File: config.mk
export PLATFORM = sky130hd
export DESIGN_NAME = pattern_gen_wb
export DESIGN_NICKNAME = d
export VERILOG_FILES = /design/src/rtl/pattern_gen_wb.sv
export SDC_FILE = /design/constraint.sdc
export NUM_CORES = 1
export LEC_CHECK = 0
export BUFFER_PORTS_ARGS = -buffer_cell sky130_fd_sc_hd__buf_2
export CAP_MARGIN = 20
export CORE_MARGIN = 1.5
export CORE_UTILIZATION = 61
export DETAILED_ROUTE_END_ITERATION = 16
export GPL_TIMING_DRIVEN = 0
export PLACE_DENSITY = 0.79
export SYNTH_ARGS = -nofsm -noshare
export SYNTH_HDL_FRONTEND = slang
export SYNTH_SLANG_ARGS = --single-unit
File: constraint.sdc
create_clock -name wb_clk_i -period 3.3 [get_ports wb_clk_i]
set_clock_uncertainty 0.05 [all_clocks]
set_input_delay 0.33 -clock wb_clk_i [delete_from_list [all_inputs] [get_ports wb_clk_i]]
set_output_delay 0.33 -clock wb_clk_i [all_outputs]
set_load 0.01 [all_outputs]
File: src/rtl/pattern_gen_wb.sv
// rtl/pattern_gen_wb.sv - Wishbone-slave pattern generator with FIXED/INCR/WALK/LFSR modes
module pattern_gen_wb #(
  parameter int ADDR_WIDTH          = 12,
  parameter int DATA_WIDTH          = 14,
  parameter int NUM_REGS            = 4,
  parameter int SUB_REGS_DATA_WIDTH = (ADDR_WIDTH > DATA_WIDTH) ? ADDR_WIDTH : DATA_WIDTH
) (
  input  logic                           wb_clk_i,
  input  logic                           wb_rst_ni,
  input  logic                           wb_si_cyc_i,
  input  logic                           wb_si_stb_i,
  input  logic                           wb_si_we_i,
  input  logic [ADDR_WIDTH-1:0]          wb_si_adr_i,
  input  logic [DATA_WIDTH-1:0]          wb_si_dat_i,
  output logic [DATA_WIDTH-1:0]          wb_si_dat_o,
  output logic                           wb_si_ack_o,
  input  logic                           cfg_pat_gen_i,
  output logic [SUB_REGS_DATA_WIDTH-1:0] pg_data_o,
  output logic                           pg_valid_o,
  input  logic                           pg_ready_i,
  output logic                           nopg_o
);

  localparam int W  = SUB_REGS_DATA_WIDTH;
  localparam int IW = (NUM_REGS > 1) ? $clog2(NUM_REGS) : 1;
  localparam logic [DATA_WIDTH-1:0] D_ONE = DATA_WIDTH'(1);
  localparam logic [W-1:0]          W_ONE = W'(1);

  typedef enum logic [1:0] {ST_IDLE, ST_LOAD, ST_RUN} state_t;

  state_t r_state;
  state_t w_state_nxt;

  // Programmer-visible registers
  logic                  r_en;
  logic [1:0]            r_mode;
  logic                  r_done;
  logic [DATA_WIDTH-1:0] r_len;
  logic [DATA_WIDTH-1:0] r_count;
  logic [W-1:0]          r_pat [NUM_REGS];

  // Snapshot taken at LOAD; the active run only looks at these
  logic [1:0]            r_wmode;
  logic [DATA_WIDTH-1:0] r_wlen;
  logic [W-1:0]          r_wpat [NUM_REGS];

  // Stream state
  logic [IW-1:0]         r_idx;
  logic [W-1:0]          r_data;
  logic                  r_valid;

  // Bus response
  logic                  r_ack;
  logic [DATA_WIDTH-1:0] r_rdata;

  logic                  w_req;
  logic                  w_wr;
  logic                  w_busy;
  logic                  w_sel_ctrl;
  logic                  w_sel_len;
  logic                  w_beat;
  logic                  w_last_beat;
  logic                  w_abort;
  logic [DATA_WIDTH-1:0] w_count_inc;
  logic [DATA_WIDTH-1:0] w_rdata;
  logic [W-1:0]          w_wdat_ext;
  logic [W-1:0]          w_first_word;
  logic [W-1:0]          w_next_word;

  assign w_req       = wb_si_cyc_i & wb_si_stb_i & ~r_ack;
  assign w_wr        = w_req & wb_si_we_i;
  assign w_busy      = (r_state != ST_IDLE);
  assign w_sel_ctrl  = (wb_si_adr_i == ADDR_WIDTH'(0));
  assign w_sel_len   = (wb_si_adr_i == ADDR_WIDTH'(1));
  assign w_beat      = r_valid & pg_ready_i;
  assign w_count_inc = r_count + D_ONE;
  assign w_last_beat = w_beat && (r_wlen != '0) && (w_count_inc == r_wlen);
  assign w_abort     = ~r_en | ~cfg_pat_gen_i;

  assign wb_si_ack_o = r_ack;
  assign wb_si_dat_o = r_rdata;
  assign pg_data_o   = r_data;
  assign pg_valid_o  = r_valid;
  assign nopg_o      = ~w_busy;

  // Zero-extend bus write data to the pattern word width
  always_comb begin
    w_wdat_ext = '0;
    w_wdat_ext[DATA_WIDTH-1:0] = wb_si_dat_i;
  end

  // Read mux; unmapped addresses return zero
  always_comb begin
    w_rdata = '0;
    if (w_sel_ctrl) begin
      w_rdata[2:0] = {r_mode, r_en};
    end else if (w_sel_len) begin
      w_rdata = r_len;
    end else if (wb_si_adr_i == ADDR_WIDTH'(2)) begin
      w_rdata[1:0] = {r_done, w_busy};
    end else if (wb_si_adr_i == ADDR_WIDTH'(3)) begin
      w_rdata = r_count;
    end
    for (int i = 0; i < NUM_REGS; i++) begin
      if (wb_si_adr_i == ADDR_WIDTH'(4 + i)) begin
        w_rdata = r_pat[i][DATA_WIDTH-1:0];
      end
    end
  end

  // First word of a run, from the live registers at LOAD time
  always_comb begin
    w_first_word = r_pat[0];
    case (r_mode)
      2'd2:    w_first_word = W_ONE;
      2'd3:    w_first_word = (r_pat[0] == '0) ? W_ONE : r_pat[0];
      default: w_first_word = r_pat[0];
    endcase
  end

  // Word presented after a beat, from the snapshot of the current run
  always_comb begin
    w_next_word = r_data;
    case (r_wmode)
      2'd0:    w_next_word = r_wpat[r_idx];
      2'd1:    w_next_word = r_data + W_ONE;
      2'd2:    w_next_word = {r_data[W-2:0], r_data[W-1]};
      default: w_next_word = r_data[0] ? ((r_data >> 1) ^ r_wpat[1]) : (r_data >> 1);
    endcase
  end

  // FSM state register
  always_ff @(posedge wb_clk_i or negedge wb_rst_ni) begin
    if (!wb_rst_ni) begin
      r_state <= ST_IDLE;
    end else begin
      r_state <= w_state_nxt;
    end
  end

  // FSM next state: a pending word is never withdrawn, so abort waits for its beat
  always_comb begin
    w_state_nxt = r_state;
    case (r_state)
      ST_IDLE: if (r_en && cfg_pat_gen_i) w_state_nxt = ST_LOAD;
      ST_LOAD: w_state_nxt = ST_RUN;
      ST_RUN: begin
        if (w_last_beat || (w_abort && (w_beat || !r_valid))) begin
          w_state_nxt = ST_IDLE;
        end
      end
      default: w_state_nxt = ST_IDLE;
    endcase
  end

  // Bus handshake: one wait cycle, never two acks in a row
  always_ff @(posedge wb_clk_i or negedge wb_rst_ni) begin
    if (!wb_rst_ni) begin
      r_ack   <= 1'b0;
      r_rdata <= '0;
    end else begin
      r_ack   <= w_req;
      r_rdata <= (w_req && !wb_si_we_i) ? w_rdata : '0;
    end
  end

  // Register writes; completion clears en and sets done, winning over clr_done
  always_ff @(posedge wb_clk_i or negedge wb_rst_ni) begin
    if (!wb_rst_ni) begin
      r_en   <= 1'b0;
      r_mode <= 2'd0;
      r_done <= 1'b0;
      r_len  <= '0;
      for (int i = 0; i < NUM_REGS; i++) begin
        r_pat[i] <= '0;
      end
    end else begin
      if (w_wr && w_sel_ctrl) begin
        r_mode <= wb_si_dat_i[2:1];
        if (!w_busy || !wb_si_dat_i[0]) begin
          r_en <= wb_si_dat_i[0];
        end
      end
      if (w_last_beat) begin
        r_en <= 1'b0;
      end
      if (w_wr && w_sel_len) begin
        r_len <= wb_si_dat_i;
      end
      for (int i = 0; i < NUM_REGS; i++) begin
        if (w_wr && (wb_si_adr_i == ADDR_WIDTH'(4 + i))) begin
          r_pat[i] <= w_wdat_ext;
        end
      end
      if (w_last_beat) begin
        r_done <= 1'b1;
      end else if (w_wr && w_sel_ctrl && wb_si_dat_i[3]) begin
        r_done <= 1'b0;
      end
    end
  end

  // Stream datapath: snapshot at LOAD, advance on each beat
  always_ff @(posedge wb_clk_i or negedge wb_rst_ni) begin
    if (!wb_rst_ni) begin
      r_wmode <= 2'd0;
      r_wlen  <= '0;
      r_count <= '0;
      r_idx   <= '0;
      r_data  <= '0;
      r_valid <= 1'b0;
      for (int i = 0; i < NUM_REGS; i++) begin
        r_wpat[i] <= '0;
      end
    end else begin
      case (r_state)
        ST_LOAD: begin
          r_wmode <= r_mode;
          r_wlen  <= r_len;
          r_wpat  <= r_pat;
          r_count <= '0;
          r_data  <= w_first_word;
          r_idx   <= IW'(1);
          r_valid <= 1'b1;
        end
        ST_RUN: begin
          if (w_beat) begin
            r_count <= w_count_inc;
            if (w_state_nxt == ST_IDLE) begin
              r_valid <= 1'b0;
            end else begin
              r_data <= w_next_word;
              r_idx  <= (r_idx == IW'(NUM_REGS - 1)) ? '0 : r_idx + IW'(1);
            end
          end else if (w_state_nxt == ST_IDLE) begin
            r_valid <= 1'b0;
          end
        end
        default: r_valid <= 1'b0;
      endcase
    end
  end

endmodule
==> flow_summary.ini <==
[setup_path]
path_depth = 10
slowest_delay_ps = 480
critPathRequiredTime_ps = 3580
startpoint_type = register
path_buf_inv = 2
cp_max_fo = 10
crit_family = simple AND/OR/NAND/NOR gates
worstPathArrival_ps = 3500
r2r_cells = 10
slowest_stage = dfrtp_1
end_kind = register
path_class = reg2reg
cp_cell_sequence = ha_1 > nand4_1 > nor3_2 > xnor2_1 > nor4b_2 > a31o_2 > and3_4 > buf_6 > buf_12 > mux2_4
r2r_slack_ps = 80

[timing]
max_freq_mhz = 311
finalCriticalPeriod_ps = 3220
hold_ws_ps = 125
worst_slew_pin_slew_ps = 819
final_max_slew_viol_count = 0
rsz0062_at_grt = false
max_slew_margin_pct = 45.4
setup_viol = 0
fin_crit_sh_pct = 97.5
hold_viol_final = 0

[placement]
dpl.hpwl_mm = 20.0
gp_congestion = 0.963
portBuffers = 61
dpl.cell_count = 1281

[synthesis]
ys.flop_type = dfrtp_1
synthCells = 1003
netlist_area_mm2 = 0.0100
yosys.area.top_type = dfrtp_1
synthTopCellsByArea = dfrtp_1 (48%), mux2_2 (9.9%), nand2_1 (9.8%)
ys_ff_latch = 194
synth-edff-count = 0
synth_top_area_share_pct = 48.5
synthArstFlopShare_pct = 100
yosysMostFrequentCell = nand2_1
synth_warnings = 0
syn_area_per_cell_um2 = 9.98
yosysUniqueCellTypes = 63
synth_commonest_cells = nand2_1 (262), dfrtp_1 (194), mux2_2 (88), clkbuf_1 (52), o21ai_0 (48)
syn_nets = 1039
seq_area_frac_synth_pct = 48.5

[worst_hold_path]
hp-class = in2reg
hold_depth = 3

[power_and_ir_drop]
power_leakage_nw = 5.40
vdd.ir_drop.worst_uv = 427
p_per_area_mw_per_mm2 = 411

[route]
post_drt_wl_per_cell_um = 21.3
firstDrtPassIters = 6
drc = 0
dr_total_vias = 8421
via_per_inst = 6.41
ant_nets = 0
wl_mm = 28.0
drt_iter0_markers = 1100

[cts]
insertion_delay_ps = 450
clkSinkCount = 194
ctsLongestPathBuffers = 2
clk_pin_slew_ps = 70
cts_root_buf = clkbuf_16
cts_setup_buffers = 0
htree_levels = 4
tritoncts = yes
numCtsBuffers = 17

[grt]
grt_pass1_wl_mm = 44.5
grt_max_degree = 106
overflow = 0
grt_util_all_layers_pct = 33.5
antenna_found_initial = 0
grt_pass1_vias = 8251

[die]
core_mm2 = 0.0159
dieWidth_um = 131
io_pins = 64
initial_core_util_pct = 62.8
rows = 46
dieHeight_um = 131
dieArea_mm2 = 0.0172

[cells_and_area]
final_cells = 1314
fill_cells = 1203
areaGrowthSynthToFinish_pct = 12.0
layout.nets = 1121
drive_gt1_share_pct = 21.4
antennaDiodeCount = 0

[run_status]
status = finished clean

[job]
max-cap-violations = 0
state kept, by name, indices dropped and copies added (netlist names):
| register | count |
|---|---|
| r_idx | 2 |
| r_len | 14 |
| r_wmode | 2 |
| pg_data_o | 14 |
| r_mode | 2 |
| r_state | 2 |
| r_pat | 56 |
| r_done | 1 |
| r_count | 14 |
| r_wpat | 56 |
| pg_valid_o | 1 |
| wb_si_dat_o | 14 |
| r_en | 1 |
| r_wlen | 14 |
| wb_si_ack_o | 1 |
cells in the final DEF, fill, tap and decap left out, types with 6 or more instances in the layout:
cell type	instances
a21oi_1	32
nor2b_1	6
buf_1	8
mux2_2	88
dfrtp_1	193
nand4_1	16
buf_2	70
o31ai_1	6
xor2_1	16
o21ai_0	48
clkbuf_1	53
mux2i_1	7
a22oi_1	23
nand3_1	28
xnor2_1	23
nor2_1	34
nand2_1	262
a31oi_1	7
clkbuf_16	17
inv_1	10
nor3_1	11
and3_1	9
mux4_2	20
nand2b_1	7
o221ai_1	13
per-layer routing:
metal	routed length [um]	GRT usage, %	vias to the layer above
li1	-	-	3670
met1	11500	46.5	4211
met2	13300	52.8	475
met3	2430	6.71	65
met4	761	12.3	0
met5	0	0	-
worst register-to-register path, cell delays in order, from the launching register on:
cell	delay [ps]
dfrtp_1	480
ha_1	350
nand4_1	340
nor3_2	310
xnor2_1	110
nor4b_2	340
a31o_2	350
and3_4	230
buf_6	120
buf_12	130
mux2_4	300
where the power goes:
part	switching (W)	total (W)	internal (W)	leakage [nW]
Sequential	0.0000102	0.00239	0.00238	2.67
Combinational	0.000110	0.000153	0.0000432	2.46
Clock	0.000930	0.00206	0.00113	0.275
Total	0.00105	0.00461	0.00356	5.40
cell families (layout without fill, tap and decap cells):
family                     Yosys count  in the layout  share of synthesized area, %
DFF                                194            194                          48.5
muxes                              120            120                          15.8
xor gates and xnor gates            39             39                          3.41
AOI/OAI and AO/OA                  155            155                          9.94
adders and majority gates            4              4                         0.475
buffers and inverters               85            180                          3.59
and+or+nand+nor                    406            406                          18.2
stage by stage:
step                instance area (um2)  worst slack, ps  setup TNS, ps  power (W)  utilization, %
floorplan                         10000              651              0    0.00249               -
global placement                  10600            -1310        -251220    0.00258            66.4
detailed placement                10600              137              0    0.00259            66.6
CTS                               11200              115              0    0.00462            70.3
global route                      11200             30.2              0    0.00473            70.3
finish                            11200             83.7              0    0.00461            70.3
layout make-up:
cell class / instances / area [um2] / share of cell area (%)
sequential: 194 / 4860 / 43.3
clock inverter: 13 / 136 / 1.22
tap: 216 / 270 / 2.41
clock buffer: 19 / 443 / 3.95
buffer: 75 / 322 / 2.87
inverter: 10 / 37.5 / 0.335
timing repair buffer: 63 / 353 / 3.15
multi-input combinational: 724 / 4800 / 42.8
worst paths after layout:
check,startpoint,end
max in group asynchronous,wb_rst_ni,r_len[6]
hold reg to reg,r_wpat[42],r_wpat[42]
setup / recovery,r_count[1],pg_data_o[11]
min in group asynchronous,wb_rst_ni,r_idx[0]
setup reg to reg,r_count[1],pg_data_o[11]
hold / removal,cfg_pat_gen_i,r_state[0]
timing repair:
| item | 4_1_cts | 5_1_grt |
|---|---|---|
| gates resized for setup | 0 | 2 |
| endpoints found under the setup margin | 0 | 6 |
| endpoints found under the hold margin | 89 | 0 |
| hold buffers | 1 | 0 |
(Power assumes the default switching activity.)
